[config.mk]
export PLATFORM = sky130hd
export DESIGN_NAME = multicycle_sequencer
export DESIGN_NICKNAME = d
export VERILOG_FILES = /design/src/rtl/multicycle_sequencer.sv
export SDC_FILE = /design/constraint.sdc
export NUM_CORES = 1
export LEC_CHECK = 0
export BUFFER_PORTS_ARGS = -buffer_cell sky130_fd_sc_hd__buf_2
export CORE_ASPECT_RATIO = 1.25
export CORE_MARGIN = 5
export CORE_UTILIZATION = 45
export DETAILED_ROUTE_END_ITERATION = 8
export HOLD_SLACK_MARGIN = 0.15
export PLACE_DENSITY = 0.79
export RECOVER_POWER = 25
export SLEW_MARGIN = 10
export SYNTH_ARGS = -nofsm -noshare
export SYNTH_HDL_FRONTEND = slang
export SYNTH_SLANG_ARGS = --single-unit
[constraint.sdc]
create_clock -name clk -period 1.74 [get_ports clk]
set_input_delay 0.174 -clock clk [delete_from_list [all_inputs] [get_ports clk]]
set_output_delay 0.174 -clock clk [all_outputs]
set_load 0.02 [all_outputs]
[src/rtl/multicycle_sequencer.sv]
// Multicycle sequencer for the 4-bit-opcode accumulator ISA; owns PC/IR/MDR and one shared memory port.
// Latency (zero-wait ack): add/load 4, clear 3, store 3, skip/jump/halt/illegal 2 cycles.
// Backpressure: mem_req is held with stable we/addr/wdata until mem_ack; each non-ack cycle adds one cycle.
//
// Ports:
//   clk, reset_n            rising-edge clock, asynchronous active-low reset
//   start                   level-sampled in IDLE only; begins fetching at pc
//   mem_req/we/addr/wdata   shared memory request, decoded from registered state
//   mem_rdata, mem_ack      read data and completion, both sampled in the ack cycle
//   acc_in, acc_zero        accumulator value (store data) and zero flag (skip)
//   acc_we, acc_sel         one-cycle accumulator write strobe: 00 mdr, 01 acc+mdr, 10 clear
//   mdr, pc                 last MEM read data, program counter
//   halted, illegal_op      HALT state flag, one-cycle pulse on decode of opcode 7..15
//   retired                 wrapping count of completed instructions
module multicycle_sequencer #(
    parameter int ADDR_W  = 8,
    parameter int INSTR_W = 16,
    parameter int CNT_W   = 16
) (
    input  logic               clk,
    input  logic               reset_n,
    input  logic               start,
    output logic               mem_req,
    output logic               mem_we,
    output logic [ADDR_W-1:0]  mem_addr,
    output logic [INSTR_W-1:0] mem_wdata,
    input  logic [INSTR_W-1:0] mem_rdata,
    input  logic               mem_ack,
    input  logic [INSTR_W-1:0] acc_in,
    input  logic               acc_zero,
    output logic               acc_we,
    output logic [1:0]         acc_sel,
    output logic [INSTR_W-1:0] mdr,
    output logic [ADDR_W-1:0]  pc,
    output logic               halted,
    output logic               illegal_op,
    output logic [CNT_W-1:0]   retired
);

    localparam logic [3:0] OP_ADD   = 4'd0;
    localparam logic [3:0] OP_HALT  = 4'd1;
    localparam logic [3:0] OP_LOAD  = 4'd2;
    localparam logic [3:0] OP_STORE = 4'd3;
    localparam logic [3:0] OP_CLEAR = 4'd4;
    localparam logic [3:0] OP_SKIP  = 4'd5;
    localparam logic [3:0] OP_JUMP  = 4'd6;

    localparam logic [ADDR_W-1:0] PC_ONE  = ADDR_W'(1);
    localparam logic [CNT_W-1:0]  CNT_ONE = CNT_W'(1);

    typedef enum logic [2:0] {
        S_IDLE,
        S_FETCH,
        S_DECODE,
        S_MEM,
        S_WB,
        S_HALT
    } state_t;

    state_t             state, state_nxt;
    logic [INSTR_W-1:0] ir, ir_nxt;
    logic [INSTR_W-1:0] mdr_nxt;
    logic [ADDR_W-1:0]  pc_nxt;
    logic               retire;

    logic [3:0]        opcode;
    logic [ADDR_W-1:0] operand;

    assign opcode  = ir[INSTR_W-1 -: 4];
    assign operand = ir[ADDR_W-1:0];

    // Instruction bits between the opcode and the operand carry no meaning.
    logic unused_ir_bits;
    assign unused_ir_bits = ^ir[INSTR_W-5:ADDR_W];

    // Store data is the live accumulator; it is only qualified by mem_we.
    assign mem_wdata = acc_in;

    always_ff @(posedge clk or negedge reset_n) begin
        if (!reset_n) begin
            state   <= S_IDLE;
            pc      <= '0;
            ir      <= '0;
            mdr     <= '0;
            retired <= '0;
        end else begin
            state <= state_nxt;
            pc    <= pc_nxt;
            ir    <= ir_nxt;
            mdr   <= mdr_nxt;
            if (retire) begin
                retired <= retired + CNT_ONE;
            end
        end
    end

    // Next state plus outputs. All memory and strobe outputs depend only on
    // registered state/ir, so a pending request cannot glitch while waiting.
    always_comb begin
        state_nxt  = state;
        pc_nxt     = pc;
        ir_nxt     = ir;
        mdr_nxt    = mdr;
        retire     = 1'b0;
        mem_req    = 1'b0;
        mem_we     = 1'b0;
        mem_addr   = pc;
        acc_we     = 1'b0;
        acc_sel    = 2'b00;
        halted     = 1'b0;
        illegal_op = 1'b0;

        case (state)
            S_IDLE: begin
                if (start) begin
                    state_nxt = S_FETCH;
                end
            end

            S_FETCH: begin
                mem_req = 1'b1;
                if (mem_ack) begin
                    ir_nxt    = mem_rdata;
                    pc_nxt    = pc + PC_ONE;
                    state_nxt = S_DECODE;
                end
            end

            S_DECODE: begin
                case (opcode)
                    OP_ADD, OP_LOAD, OP_STORE: begin
                        state_nxt = S_MEM;
                    end
                    OP_CLEAR: begin
                        state_nxt = S_WB;
                    end
                    OP_SKIP: begin
                        if (acc_zero) begin
                            pc_nxt = pc + PC_ONE;
                        end
                        retire    = 1'b1;
                        state_nxt = S_FETCH;
                    end
                    OP_JUMP: begin
                        pc_nxt    = operand;
                        retire    = 1'b1;
                        state_nxt = S_FETCH;
                    end
                    OP_HALT: begin
                        retire    = 1'b1;
                        state_nxt = S_HALT;
                    end
                    default: begin
                        // Undefined opcodes retire as NOPs but are flagged.
                        illegal_op = 1'b1;
                        retire     = 1'b1;
                        state_nxt  = S_FETCH;
                    end
                endcase
            end

            S_MEM: begin
                mem_req  = 1'b1;
                mem_addr = operand;
                mem_we   = (opcode == OP_STORE);
                if (mem_ack) begin
                    if (opcode == OP_STORE) begin
                        retire    = 1'b1;
                        state_nxt = S_FETCH;
                    end else begin
                        mdr_nxt   = mem_rdata;
                        state_nxt = S_WB;
                    end
                end
            end

            S_WB: begin
                acc_we = 1'b1;
                if (opcode == OP_CLEAR) begin
                    acc_sel = 2'b10;
                end else if (opcode == OP_ADD) begin
                    acc_sel = 2'b01;
                end else begin
                    acc_sel = 2'b00;
                end
                retire    = 1'b1;
                state_nxt = S_FETCH;
            end

            S_HALT: begin
                // Terminal: only reset_n leaves this state.
                halted = 1'b1;
            end

            default: begin
                state_nxt = S_IDLE;
            end
        endcase
    end

endmodule

==> results of run 1 <==
==> worst paths after layout <==
path / end / slack, ps / cells past startpoint
worst max-delay path: retired[15] / -80 / 6
worst min register to register: retired[15] / 480 / 1
worst max register to register: retired[15] / -80 / 6
worst min-delay path: state[0] / 250 / 3
max in group asynchronous: ir[4] / 390 / 3
min in group asynchronous: mdr[7] / 570 / 2
==> layout by cell type, fill, tap and decap left out, types with 3 or more instances in the layout <==
cell                            synthesis  final
sky130_fd_sc_hd__mux2_2                23     23
sky130_fd_sc_hd__nor3_4                 0      4
sky130_fd_sc_hd__nand2b_1               3      3
sky130_fd_sc_hd__mux2_1                 5      5
sky130_fd_sc_hd__xor2_1                13     13
sky130_fd_sc_hd__a21oi_2                5      9
sky130_fd_sc_hd__dlygate4sd3_1          0     17
sky130_fd_sc_hd__buf_4                 18     28
sky130_fd_sc_hd__buf_12                 0      4
sky130_fd_sc_hd__nand2_1               34     33
sky130_fd_sc_hd__nand3_2                1      3
sky130_fd_sc_hd__clkbuf_8               0      5
sky130_fd_sc_hd__buf_6                  2      5
sky130_fd_sc_hd__dfrtp_2                0      9
sky130_fd_sc_hd__nand3_1               12     10
sky130_fd_sc_hd__inv_1                  4      4
sky130_fd_sc_hd__nor2_1                15     12
sky130_fd_sc_hd__and3_1                 3      3
sky130_fd_sc_hd__nor2_2                 1      3
sky130_fd_sc_hd__o21ai_0                7      6
sky130_fd_sc_hd__a21oi_1               11      7
sky130_fd_sc_hd__nor4_4                 0      3
sky130_fd_sc_hd__nand4_1                4      4
sky130_fd_sc_hd__dfrtp_1               55     46
sky130_fd_sc_hd__buf_2                  9     69
sky130_fd_sc_hd__a31oi_1                3      3
sky130_fd_sc_hd__xnor2_1                3      3
==> layer usage <==
metal | up-vias | wire (um)
met5 | - | 0
met4 | 0 | 101
met3 | 16 | 478
met2 | 96 | 4100
met1 | 1226 | 3169
li1 | 1157 | -
==> power groups by stage <==
| stage | sequential, uW | clock (uW) | combinational [uW] |
|---|---|---|---|
| detailed placement | 2430 | 0 | 3580 |
| global route | 2560 | 949 | 4530 |
| global placement | 2380 | 0 | 3490 |
| finish | 2470 | 879 | 4220 |
| CTS | 2420 | 900 | 3660 |
| floorplan | 2730 | 0 | 2070 |
==> area by class of cell <==
class	instances	area, sq um	area share
flip-flops and latches	55	1388	0.3429
multi-input cells	188	1529	0.3779
clock inverters	3	46.29	0.01144
well taps	87	108.9	0.02690
inverters	4	15.01	0.003711
repair buffers	125	890.9	0.2202
clock buffers	5	68.82	0.01701
==> cell usage after synthesis (all sizes together) (3+ instances only) <==
cell type | n | area (sq um)
o21ai | 8 | 40.03
nand2b | 3 | 18.77
a31oi | 3 | 18.77
a21oi | 17 | 115.1
inv | 4 | 15.01
nand3 | 13 | 70.07
nor4b | 3 | 38.79
xnor2 | 3 | 26.28
nand4 | 5 | 46.29
xor2 | 13 | 113.9
nor2 | 16 | 62.56
and3 | 4 | 30.03
mux2 | 28 | 315.3
nor4 | 4 | 43.80
nor3 | 6 | 55.05
nand2 | 34 | 127.6
buf | 29 | 202.7
dfrtp | 55 | 1376
nor2b | 3 | 18.77
==> flip-flops by register name (all words and copies together) (netlist names) <==
name     cells
state        3
retired     16
pc           8
ir          12
mdr         16
==> stage by stage <==
stage               setup slack [ps]  cell area [sq um]  total power [uW]  setup TNS, ps  hold slack [ps]
global route                  -97.23               4046              8039          -1040            245.0
CTS                           -1.092               3794              6972         -1.092            228.1
detailed placement            -9.180               3476              6008         -9.180            145.3
global placement               68.05               3476              5876              0            141.1
floorplan                    -0.8004               2995              4806         -3.201           -121.6
finish                        -77.75               4046              7569         -208.1            248.0
==> tightest hold or removal path, stage by stage <==
cell	delay, ps
sky130_fd_sc_hd__buf_2	150
sky130_fd_sc_hd__a32oi_1	110
sky130_fd_sc_hd__o21a_1	100
==> cell families after synthesis <==
kind of cell | synth area share
flip-flops | 0.4604
multiplexers | 0.1122
adder cells (fa/ha/maj) | 0.008370
AO/OA/AOI/OAI | 0.09209
buffers and inverters | 0.07409
XOR/XNOR | 0.04688
AND/OR/NAND/NOR | 0.2060
==> what timing repair did <==
item | CTS | global route
setup endpoints to repair | 10 | 23
cloned | 0 | 1
hold buffers | 17 | 0
resized for setup | 10 | 35
pin swaps | 2 | 20
endpoints found under the hold margin | 44 | 0
buffers inserted | 0 | 10
==> qor_table.md, run 1 <==
| Parameter | Reported | Unit |
|:---|:---|:---|
| Result of the run | finished, violations left | - |
| Failing checks | setup timing | - |
| Class of the worst hold path | in2reg | - |
| Arr. time, crit path | 2050 | ps |
| EDFF count, synth | 0 | - |
| Async set-or-reset flop fraction in the synthesized netlist | 1.000 | - |
| Slowest stage cell, crit path | sky130_fd_sc_hd__dfrtp_2 | - |
| Nature of the critical path endpoint | flop | - |
| Antenna viol nets, final | 0 | - |
| FF-to-FF Start | state[2] | - |
| Ordered cell list for the critical path | nor3b_4 -> a21bo_1 -> o311a_4 -> buf_12 -> nor4b_4 -> xor2_1 | - |
| Wire length per cell after detailed routing | 16.81 | um |
| Critical Path RT | 1980 | ps |
| Die span in y | 101.1 | um |
| PwrDens | 1871 | nW/um^2 |
| Estimated wirelength of the detail-placed design | 5.114 | mm |
| Number of cells produced by synthesis | 277 | - |
| Row cnt | 33 | - |
| # port buffers | 75 | - |
| Clock sink count | 55 | - |
| Min Tclk post-route | 1818 | ps |
| Fin. Hold Viols | 0 | - |
| Clock-pin slew of the registers on the worst-case setup and hold paths | 100 | ps |
| Tightest slew margin relative to the limit | 0.2882 | - |
| Maximum number of pins on one net before global-route repair | 27 | - |
| Clock insertion delay at the later pin of the skew report | 310 | ps |
| Power spent charging and discharging nets | 3381 | uW |
| Number of fillers in the final layout | 528 | - |
| Vias | 2495 | - |
| Static leakage | 0.001913 | uW |
| Total wire length | 7.850 | mm |
| Last weighted congestion value of the routability-driven placer | 0.8458 | - |
| CTS HTree Levels | 2 | - |
| Register area share after synthesis | 0.4604 | - |
| Final worst path period share | 1.045 | - |
| Initial antenna violation count | 0 | - |
| Critical Path Fanout Max | 7 | - |
| Switching share of power | 0.4467 | - |
| Post-layout nets | 418 | - |
| Number of failing setup endpoints in the final timing report | 7 | - |
| Global-route met1 utilization | 0.2101 | - |
| Number of global-route vias before repair | 2471 | - |
| Initial Util | 0.4582 | - |
| Count of different cell masters after synthesis | 53 | - |
| Setup repair after global routing missed its margin | true | - |
| Wire length of the first global-routing pass | 12.03 | mm |
| Cell-internal power | 4188 | uW |
| Maximum buffer depth of the clock tree | 2 | - |
| Per-instance average area after synthesis | 10.79 | sq um |
| Cell family contributing the most delay on the critical path | simple AND/OR/NAND/NOR gates | - |
| Num CTS Buffers | 5 | - |
| Worst-case clock skew | 9.585 | ps |
| Floorplan core area | 6524 | sq um |
| Comb pwr share | 0.558 | - |
| Number of antenna cells inserted | 0 | - |
| Net count after synthesis | 316 | - |
| Proportion of power drawn by flip-flops and latches | 0.326 | - |
| Most instantiated flip-flop cell in the synthesis netlist | sky130_fd_sc_hd__dfrtp_1 | - |
| Cell Count Post-Placement | 431 | - |
| Area added between synthesis and finish | 35.37 | % |
| Final Util | 0.6203 | - |
| IO Count | 108 | - |
| GR Util met3 | 0.04252 | - |
| Met2 global-route usage | 0.3111 | - |
| CTS tree | yes | - |
| Clk root buf | sky130_fd_sc_hd__clkbuf_8 | - |
| Transition at the pin with the smallest max-transition slack | 1068 | ps |
| Buf/Inv on CP | 1 | - |
| Kind of start point of the critical path | flop | - |
| Non-filler instance count after layout | 467 | - |
| Maximum VDD drop | 0.001043 | V |
| Worst setup margin | -77.75 | ps |
| Type of the worst setup path | reg2reg | - |
| Drt first pass iters | 4 | - |
| Share of total power in the clock network | 0.116 | - |
| Number of DRC violations after detailed routing | 0 | - |
| Count of routing violations after the opening detailed-route iteration | 179 | - |
| Die Area | 8382 | sq um |
| Number of pins exceeding their max-slew limit in the final report | 0 | - |
| Total Routing Usage GR | 0.1753 | - |
| Stage delay of the slowest cell on the critical path | 480 | ps |
| Cell area after technology mapping | 2989 | sq um |
| Critical hold path startpoint | mem_ack | - |
| Die boundary width | 82.90 | um |
| GRT busiest layer | met2 | - |
| Layout cells sized above 1 | 0.5000 | - |
| Seq cells post-synth | 55 | - |
| Synth warnings | 0 | - |
| Total global routing overflow | 0 | - |
| Max frequency | 0.5501 | GHz |
| Max_cap viols | 0 | - |
| Avg Vias per Cell | 5.343 | - |
| Worst setup path start | state[2] | - |
(Power assumes the default switching activity.)
==> run 2, diff against run 1 <==
- ABC_AREA: default -> 1
- CORE_UTILIZATION: 45 -> 46
- PLACE_DENSITY: 0.79 -> 0.8
==> run 2 against run 1 <==
The flow now finishes without violations; clock power shrank 18%; total power shrank 21%; count of clock-buffer cells in the layout grew 1; core utilization shrank 5.3 points; critical endpoint is now mem_we; final cell count grew 29%; die area grew 6.3%; via count grew 19%; synthesized cell count grew 52%; combinational power shrank 27%; clock skew grew 3.5 ps; worst hold slack lost 2.2 ps.
==> qor_table.md, run 2 <==
| Parameter | Reported | Unit | vs previous |
|:---|:---|:---|:---|
| Result of the run | complete, no violations | - | was finished, violations left |
| Cell area after technology mapping | 3273 | sq um | was 2989 sq um |
| Final Util | 0.5671 | - | was 0.6203 |
| Number of global-route vias before repair | 2834 | - | was 2471 |
| Max_cap viols | 0 | - | unchanged |
| CTS tree | yes | - | unchanged |
| Number of DRC violations after detailed routing | 0 | - | unchanged |
| Floorplan core area | 6934 | sq um | was 6524 sq um |
| Transition at the pin with the smallest max-transition slack | 754.5 | ps | was 1068 ps |
| Cell Count Post-Placement | 568 | - | was 431 |
| Layout cells sized above 1 | 0.2387 | - | was 0.5000 |
| Fraction of synthesized cell area taken by the top area cell type | 0.4205 | - | was 0.4604 |
| EDFF count, synth | 0 | - | unchanged |
| Seq cells post-synth | 55 | - | unchanged |
| Total global routing overflow | 0 | - | unchanged |
| FF-to-FF Start | ir[15] | - | was state[2] |
| PwrDens | 1516 | nW/um^2 | was 1871 nW/um^2 |
| Nature of the critical path endpoint | output port | - | was flop |
| Most instantiated flip-flop cell in the synthesis netlist | sky130_fd_sc_hd__dfrtp_1 | - | unchanged |
| Number of fillers in the final layout | 619 | - | was 528 |
| Leading cell type by number of instances after synthesis | sky130_fd_sc_hd__nand2_1 | - | was sky130_fd_sc_hd__dfrtp_1 |
| Worst hold path depth | 3 | - | unchanged |
| Total wire length | 7.522 | mm | was 7.850 mm |
| Clock insertion delay at the later pin of the skew report | 310 | ps | about the same |
| Kind of start point of the critical path | flop | - | unchanged |
| Commonest non-fill, non-tap cell in the layout | sky130_fd_sc_hd__nand2_1 | - | was sky130_fd_sc_hd__buf_2 |
| Total Routing Usage GR | 0.1689 | - | was 0.1753 |
| Synth warnings | 0 | - | unchanged |
| Number of antenna cells inserted | 0 | - | unchanged |
| Num CTS Buffers | 5 | - | unchanged |
| Cells taking the most area after synthesis | sky130_fd_sc_hd__dfrtp_1 (42%), sky130_fd_sc_hd__nand2_1 (16%), sky130_fd_sc_hd__o21ai_2 (6.2%) | - | was sky130_fd_sc_hd__dfrtp_1 (46%), sky130_fd_sc_hd__mux2_2 (8.7%), sky130_fd_sc_hd__buf_4 (4.5%) |
| Type of the worst setup path | reg2out | - | was reg2reg |
| Maximum buffer depth of the clock tree | 2 | - | unchanged |
| Clock sink count | 55 | - | unchanged |
| Post-synth top cells | sky130_fd_sc_hd__nand2_1 (141), sky130_fd_sc_hd__dfrtp_1 (55), sky130_fd_sc_hd__inv_1 (46) | - | was sky130_fd_sc_hd__dfrtp_1 (55), sky130_fd_sc_hd__nand2_1 (34), sky130_fd_sc_hd__mux2_2 (23) |
| Count of different cell masters after synthesis | 32 | - | was 53 |
| Number of pins exceeding their max-slew limit in the final report | 0 | - | unchanged |
| Wire length per cell after detailed routing | 12.52 | um | was 16.81 um |
| Register area share after synthesis | 0.4205 | - | was 0.4604 |
| Number of cells produced by synthesis | 422 | - | was 277 |
| Drt first pass iters | 4 | - | unchanged |
| Vias | 2973 | - | was 2495 |
| Avg Vias per Cell | 4.947 | - | was 5.343 |
| Max frequency | 0.6028 | GHz | was 0.5501 GHz |
| Arr. time, crit path | 1480 | ps | was 2050 ps |
| CTS HTree Levels | 2 | - | unchanged |
| Last weighted congestion value of the routability-driven placer | 0.9163 | - | was 0.8458 |
| # port buffers | 75 | - | unchanged |
| Antenna viol nets, final | 0 | - | unchanged |
| Worst-case clock skew | 13.10 | ps | was 9.585 ps |
| Row cnt | 34 | - | was 33 |
| Commonest cells after routing, fill and taps aside | sky130_fd_sc_hd__nand2_1 (139), sky130_fd_sc_hd__buf_2 (52), sky130_fd_sc_hd__dfrtp_1 (52) | - | was sky130_fd_sc_hd__buf_2 (69), sky130_fd_sc_hd__dfrtp_1 (46), sky130_fd_sc_hd__nand2_1 (33) |
| Initial antenna violation count | 0 | - | unchanged |
| Estimated wirelength of the detail-placed design | 5.411 | mm | was 5.114 mm |
| Die span in y | 104.3 | um | was 101.1 um |
| Class of the worst hold path | in2reg | - | unchanged |
| Post-layout nets | 549 | - | was 418 |
| Maximum VDD drop | 0.0008662 | V | was 0.001043 V |
| Largest area contributor in the synthesized netlist | sky130_fd_sc_hd__dfrtp_1 | - | unchanged |
| Largest registers | mdr (16), retired (16), ir (12) | - | unchanged |
| Fin. Hold Viols | 0 | - | unchanged |
| Final worst path period share | 0.9534 | - | was 1.045 |
| Critical Path Fanout Max | 6 | - | was 7 |
| Setup repair after global routing missed its margin | true | - | unchanged |
| Critical hold path startpoint | mem_ack | - | unchanged |
| Per-instance average area after synthesis | 7.756 | sq um | was 10.79 sq um |
| IO Count | 108 | - | unchanged |
| Worst setup path start | ir[15] | - | was state[2] |
| Net count after synthesis | 461 | - | was 316 |
| Die Area | 8913 | sq um | was 8382 sq um |
| Register-to-Register Path Depth | 7 | - | was 6 |
| Final-layout worst hold slack | 245.7 | ps | was 248.0 ps |
| Critical Path RT | 1570 | ps | was 1980 ps |
| Clk root buf | sky130_fd_sc_hd__clkbuf_8 | - | unchanged |
| Tightest slew margin relative to the limit | 0.4970 | - | was 0.2882 |
| Maximum number of pins on one net before global-route repair | 56 | - | was 27 |
| Non-filler instance count after layout | 601 | - | was 467 |
| Initial Util | 0.4720 | - | was 0.4582 |
| Async set-or-reset flop fraction in the synthesized netlist | 1.000 | - | unchanged |
| Min Tclk post-route | 1659 | ps | was 1818 ps |
| Count of routing violations after the opening detailed-route iteration | 89 | - | was 179 |
| Static leakage | 0.002011 | uW | was 0.001913 uW |
| Area added between synthesis and finish | 20.15 | % | was 35.37% |
| Number of failing setup endpoints in the final timing report | 0 | - | was 7 |
| Clock-pin slew of the registers on the worst-case setup and hold paths | 100 | ps | about the same |
| Wire length of the first global-routing pass | 12.59 | mm | was 12.03 mm |
| Die boundary width | 85.45 | um | was 82.90 um |
[run 2: changes by cell type after synthesis, moves of 10 or more]
cell / previous run / this run
sky130_fd_sc_hd__mux2_2: 23 / 0
sky130_fd_sc_hd__nor2_1: 15 / 26
sky130_fd_sc_hd__inv_1: 4 / 46
sky130_fd_sc_hd__o21ai_2: 0 / 23
sky130_fd_sc_hd__nand4_1: 4 / 14
sky130_fd_sc_hd__nand2_1: 34 / 141
sky130_fd_sc_hd__o21ai_0: 7 / 19
[run 2: final cells by class]
| type | instances | area [sq um] | share of cell area |
|---|---|---|---|
| clock buffers | 6 | 72.57 | 0.01845 |
| inverters | 51 | 192.7 | 0.04900 |
| repair buffers | 106 | 633.1 | 0.1610 |
| multi-input cells | 291 | 1525 | 0.3878 |
| clock inverters | 2 | 16.27 | 0.004136 |
| well taps | 90 | 112.6 | 0.02864 |
| flip-flops and latches | 55 | 1380 | 0.3509 |
[run 2: final timing paths]
path                         endpoint  slack, ps
setup reg to reg           retired[4]        110
hold reg to reg                mdr[9]        490
min in group asynchronous  retired[6]        540
max in group asynchronous      ir[13]        630
setup / recovery               mem_we         80
hold / removal                 mdr[9]        250
[run 2: critical path: stages (launching register included)]
cell and delay, ps:
sky130_fd_sc_hd__dfrtp_1 450, sky130_fd_sc_hd__nor2_4 210, sky130_fd_sc_hd__nand3_1 180, sky130_fd_sc_hd__nor2_4 150, sky130_fd_sc_hd__buf_2 180
[run 2: report_power, final]
part	internal (uW)	leakage [uW]	switching, uW
sequential	1730	0.000712	448
combinational	1060	0.00126	2010
clock	290	0.0000418	428
total	3080	0.00201	2880
[run 2: kinds of logic after synthesis]
family | count (synthesis) | synth area share
AO/OA/AOI/OAI | 57 | 0.1200
XOR/XNOR | 12 | 0.03211
adder cells (fa/ha/maj) | 2 | 0.007644
buffers and inverters | 76 | 0.1173
flip-flops | 55 | 0.4205
AND/OR/NAND/NOR | 220 | 0.3024
[run 2: per-layer routing]
metal | vias up | share of wire | GRT usage
met4 | 0 | 0.011 | 0.05882
met1 | 1374 | 0.42 | 0.2003
met5 | - | 0 | 0
li1 | 1506 | - | -
met2 | 83 | 0.50 | 0.2906
met3 | 10 | 0.064 | 0.04517
[run 2: repair_timing]
action	CTS	global route
gates resized for setup	3	8
buffers inserted	0	8
setup endpoints to repair	2	20
pin swaps	0	1
hold endpoints to repair	79	0
hold buffers	17	0
[run 2: per-stage QoR]
stage | area, sq um | total power (uW) | setup WS, ps | TNS, ps
finish | 3933 | 5963 | 81.02 | 0
global route | 3933 | 6457 | -29.60 | -80.14
CTS | 3880 | 5876 | 0.7013 | 0
detailed placement | 3615 | 5085 | 87.04 | 0
global placement | 3615 | 5001 | 145.4 | 0
floorplan | 3273 | 4311 | 57.12 | 0
==> run 3, diff against run 2 <==
- CORE_UTILIZATION: 46 -> 48
- CTS_BUF_LIST: default -> sky130_fd_sc_hd__clkbuf_2
- GPL_ROUTABILITY_DRIVEN: default -> 0
- PLACE_DENSITY: 0.8 -> 0.82
==> run 3 against run 2 <==
Setup slack got worse by 180 ps; final cell count increased by 3.0%; critical path depth increased by 3; core utilization increased by 8.5 points; fmax decreased by 9.6%; count of clock-buffer cells in the layout decreased by 1; die area decreased by 3.7%; wire length increased by 19%; the run now ends with setup timing left; sequential share of layout area decreased by 3.0 points.
==> qor_table.md, run 3 (synthesis results as in run 2) <==
| Parameter | Reported | Unit | vs previous |
|:---|:---|:---|:---|
| Vias | 3266 | - | was 2973 |
| Nature of the critical path endpoint | output port | - | unchanged |
| Post-layout nets | 570 | - | was 549 |
| Clock insertion delay at the later pin of the skew report | 460 | ps | was 310 ps |
| Worst-case clock skew | 26.44 | ps | was 13.10 ps |
| Avg Vias per Cell | 5.276 | - | was 4.947 |
| Die boundary width | 83.86 | um | was 85.45 um |
| Largest registers | mdr (16), retired (16), ir (12) | - | unchanged |
| Worst setup margin | -95.44 | ps | was 81.02 ps |
| Clock-pin slew of the registers on the worst-case setup and hold paths | 280 | ps | was 100 ps |
| Min Tclk post-route | 1835 | ps | was 1659 ps |
| Area occupied by multi-input gates | 1618 | sq um | was 1525 sq um |
| # port buffers | 75 | - | unchanged |
| Static leakage | 0.002245 | uW | was 0.002011 uW |
| Minimum setup slack among reg-to-reg paths | 80 | ps | was 110 ps |
| Post-layout instance area | 4307 | sq um | was 3933 sq um |
| Initial Util | 0.4955 | - | was 0.4720 |
| Top sig layer | met4 | - | unchanged |
| Die Area | 8581 | sq um | was 8913 sq um |
| Floorplan core area | 6606 | sq um | was 6934 sq um |
| Count of routing violations after the opening detailed-route iteration | 190 | - | was 89 |
| Final Util | 0.6519 | - | was 0.5671 |
| Commonest non-fill, non-tap cell in the layout | sky130_fd_sc_hd__nand2_1 | - | unchanged |
| IO Count | 108 | - | unchanged |
| Total global routing overflow | 0 | - | unchanged |
| Class of the worst hold path | in2out | - | was in2reg |
| Setup repair after global routing missed its margin | true | - | unchanged |
| Worst hold path depth | 0 | - | was 3 |
| Met3 wire len | 805 | um | was 485 um |
| Number of antenna cells inserted | 0 | - | unchanged |
| Result of the run | finished, violations left | - | was complete, no violations |
| Sequential Area | 1383 | sq um | was 1380 sq um |
| Maximum VDD drop | 0.001010 | V | was 0.0008662 V |
| Clock sink count | 55 | - | unchanged |
| CTS tree | yes | - | unchanged |
| Proportion of power drawn by flip-flops and latches | 0.312 | - | was 0.365 |
| Post-route met1 wirelength | 3.324 | mm | was 3.183 mm |
| Total power | 6837 | uW | was 5963 uW |
| Failing checks | setup timing | - |  |
| Area added between synthesis and finish | 31.57 | % | was 20.15% |
| Clk root buf | sky130_fd_sc_hd__clkbuf_2 | - | was sky130_fd_sc_hd__clkbuf_8 |
| Drt first pass iters | 5 | - | was 4 |
| Kind of start point of the critical path | flop | - | unchanged |
| Num CTS Buffers | 5 | - | unchanged |
| Number of global-route vias before repair | 3192 | - | was 2834 |
| Comb pwr share | 0.572 | - | was 0.515 |
| Die span in y | 102.3 | um | was 104.3 um |
| Antenna viol nets, final | 0 | - | unchanged |
| Number of fillers in the final layout | 511 | - | was 619 |
| Type of the worst setup path | reg2out | - | unchanged |
| Minimum setup slack after placement | 65.67 | ps | was 87.04 ps |
| Number of DRC violations after detailed routing | 0 | - | unchanged |
| PwrDens | 1588 | nW/um^2 | was 1516 nW/um^2 |
| Initial antenna violation count | 0 | - | unchanged |
| Critical Path RT | 1570 | ps | about the same |
| Transition at the pin with the smallest max-transition slack | 1365 | ps | was 754.5 ps |
| Max frequency | 0.5448 | GHz | was 0.6028 GHz |
| Final worst path period share | 1.055 | - | was 0.9534 |
| Critical Path Fanout Max | 8 | - | was 6 |
| Number of pins exceeding their max-slew limit in the final report | 0 | - | unchanged |
| Total wire length | 8.969 | mm | was 7.522 mm |
| Register-to-Register Path Depth | 10 | - | was 7 |
| Tightest slew margin relative to the limit | 0.09013 | - | was 0.4970 |
| Cell-internal power | 3628 | uW | was 3081 uW |
| Layout cells sized above 1 | 0.3402 | - | was 0.2387 |
| Share of total power in the clock network | 0.116 | - | was 0.120 |
| Commonest cells after routing, fill and taps aside | sky130_fd_sc_hd__nand2_1 (136), sky130_fd_sc_hd__buf_2 (61), sky130_fd_sc_hd__dfrtp_1 (50) | - | was sky130_fd_sc_hd__nand2_1 (139), sky130_fd_sc_hd__buf_2 (52), sky130_fd_sc_hd__dfrtp_1 (52) |
| Row cnt | 33 | - | was 34 |
| Arr. time, crit path | 1660 | ps | was 1480 ps |
| Wire length of the first global-routing pass | 14.36 | mm | was 12.59 mm |
| Estimated wirelength of the detail-placed design | 5.518 | mm | was 5.411 mm |
| Wire length per cell after detailed routing | 14.49 | um | was 12.52 um |
| Power spent charging and discharging nets | 3209 | uW | was 2882 uW |
| Switching share of power | 0.4694 | - | was 0.4833 |
| Maximum number of pins on one net before global-route repair | 56 | - | unchanged |
| Area after detailed placement | 3623 | sq um | was 3615 sq um |
| Maximum buffer depth of the clock tree | 2 | - | unchanged |
| Max_cap viols | 0 | - | unchanged |
| CTS HTree Levels | 2 | - | unchanged |
| Detailed route wirelength on metal2 | 4.538 | mm | was 3.767 mm |
| Number of failing setup endpoints in the final timing report | 14 | - | was 0 |
| Total Routing Usage GR | 0.2036 | - | was 0.1689 |
| Fin. Hold Viols | 0 | - | unchanged |
## run 3: changes by cell type in the layout (fill, tap and decap cells not counted), sizes merged
cell and delta:
dlygate4sd3 +3, nand3 +1, inv -1, bufinv +2
buf +39, clkbuf -23
## run 3: repair_timing
action	CTS	global route
hold buffers	20	0
hold endpoints to repair	89	0
setup buffers	18	6
setup endpoints to repair	18	41
resized for setup	50	16
pin swaps	7	8
gates cloned	1	1
## run 3: final timing paths
kind / start / end
worst max-delay path: state[0] / mem_addr[4]
worst min-delay path: acc_in[12] / mem_wdata[12]
worst max register to register: state[2] / pc[1]
worst min register to register: mdr[2] / mdr[2]
max in group asynchronous: reset_n / ir[13]
min in group asynchronous: reset_n / retired[12]
## run 3: metrics by stage
stage	cells	hold WS (ps)	TNS, ps
floorplan	422	-121.6	0
global placement	565	187.2	0
detailed placement	565	191.1	0
CTS	612	181.7	-572.6
global route	619	348.0	-2056
finish	619	348.0	-778.2
## run 3: final cells by class
cell class                      count  share of cell area
Clock buffer                        5            0.005811
Inverter                           51             0.04532
Multi-Input combinational cell    292              0.3757
Sequential cell                    55              0.3210
Tap cell                           87             0.02528
Timing Repair Buffer              126              0.2112
Clock inverter                      3             0.01569
## run 3: power by group through the flow
stage / Clock [uW] / Sequential [uW] / Combinational [uW]
global route: 860 / 2190 / 4260
finish: 796 / 2130 / 3910
CTS: 806 / 2100 / 3580
floorplan: 0 / 2460 / 1850
detailed placement: 0 / 2190 / 2900
global placement: 0 / 2180 / 2810
## run 3: metal layers
layer  track usage  vias up
met5             0        -
met4       0.09406        0
met3       0.05806       29
met2        0.3711      161
met1        0.2197     1530
li1              -     1546
## run 3: worst max-delay path: stages (launching register included)
cell and delay [ps]:
sky130_fd_sc_hd__dfrtp_2 480, sky130_fd_sc_hd__buf_6 130, sky130_fd_sc_hd__nand3_4 130, sky130_fd_sc_hd__buf_8 150, sky130_fd_sc_hd__inv_2 50, sky130_fd_sc_hd__nand2_2 60
sky130_fd_sc_hd__nand2_2 70, sky130_fd_sc_hd__buf_6 130
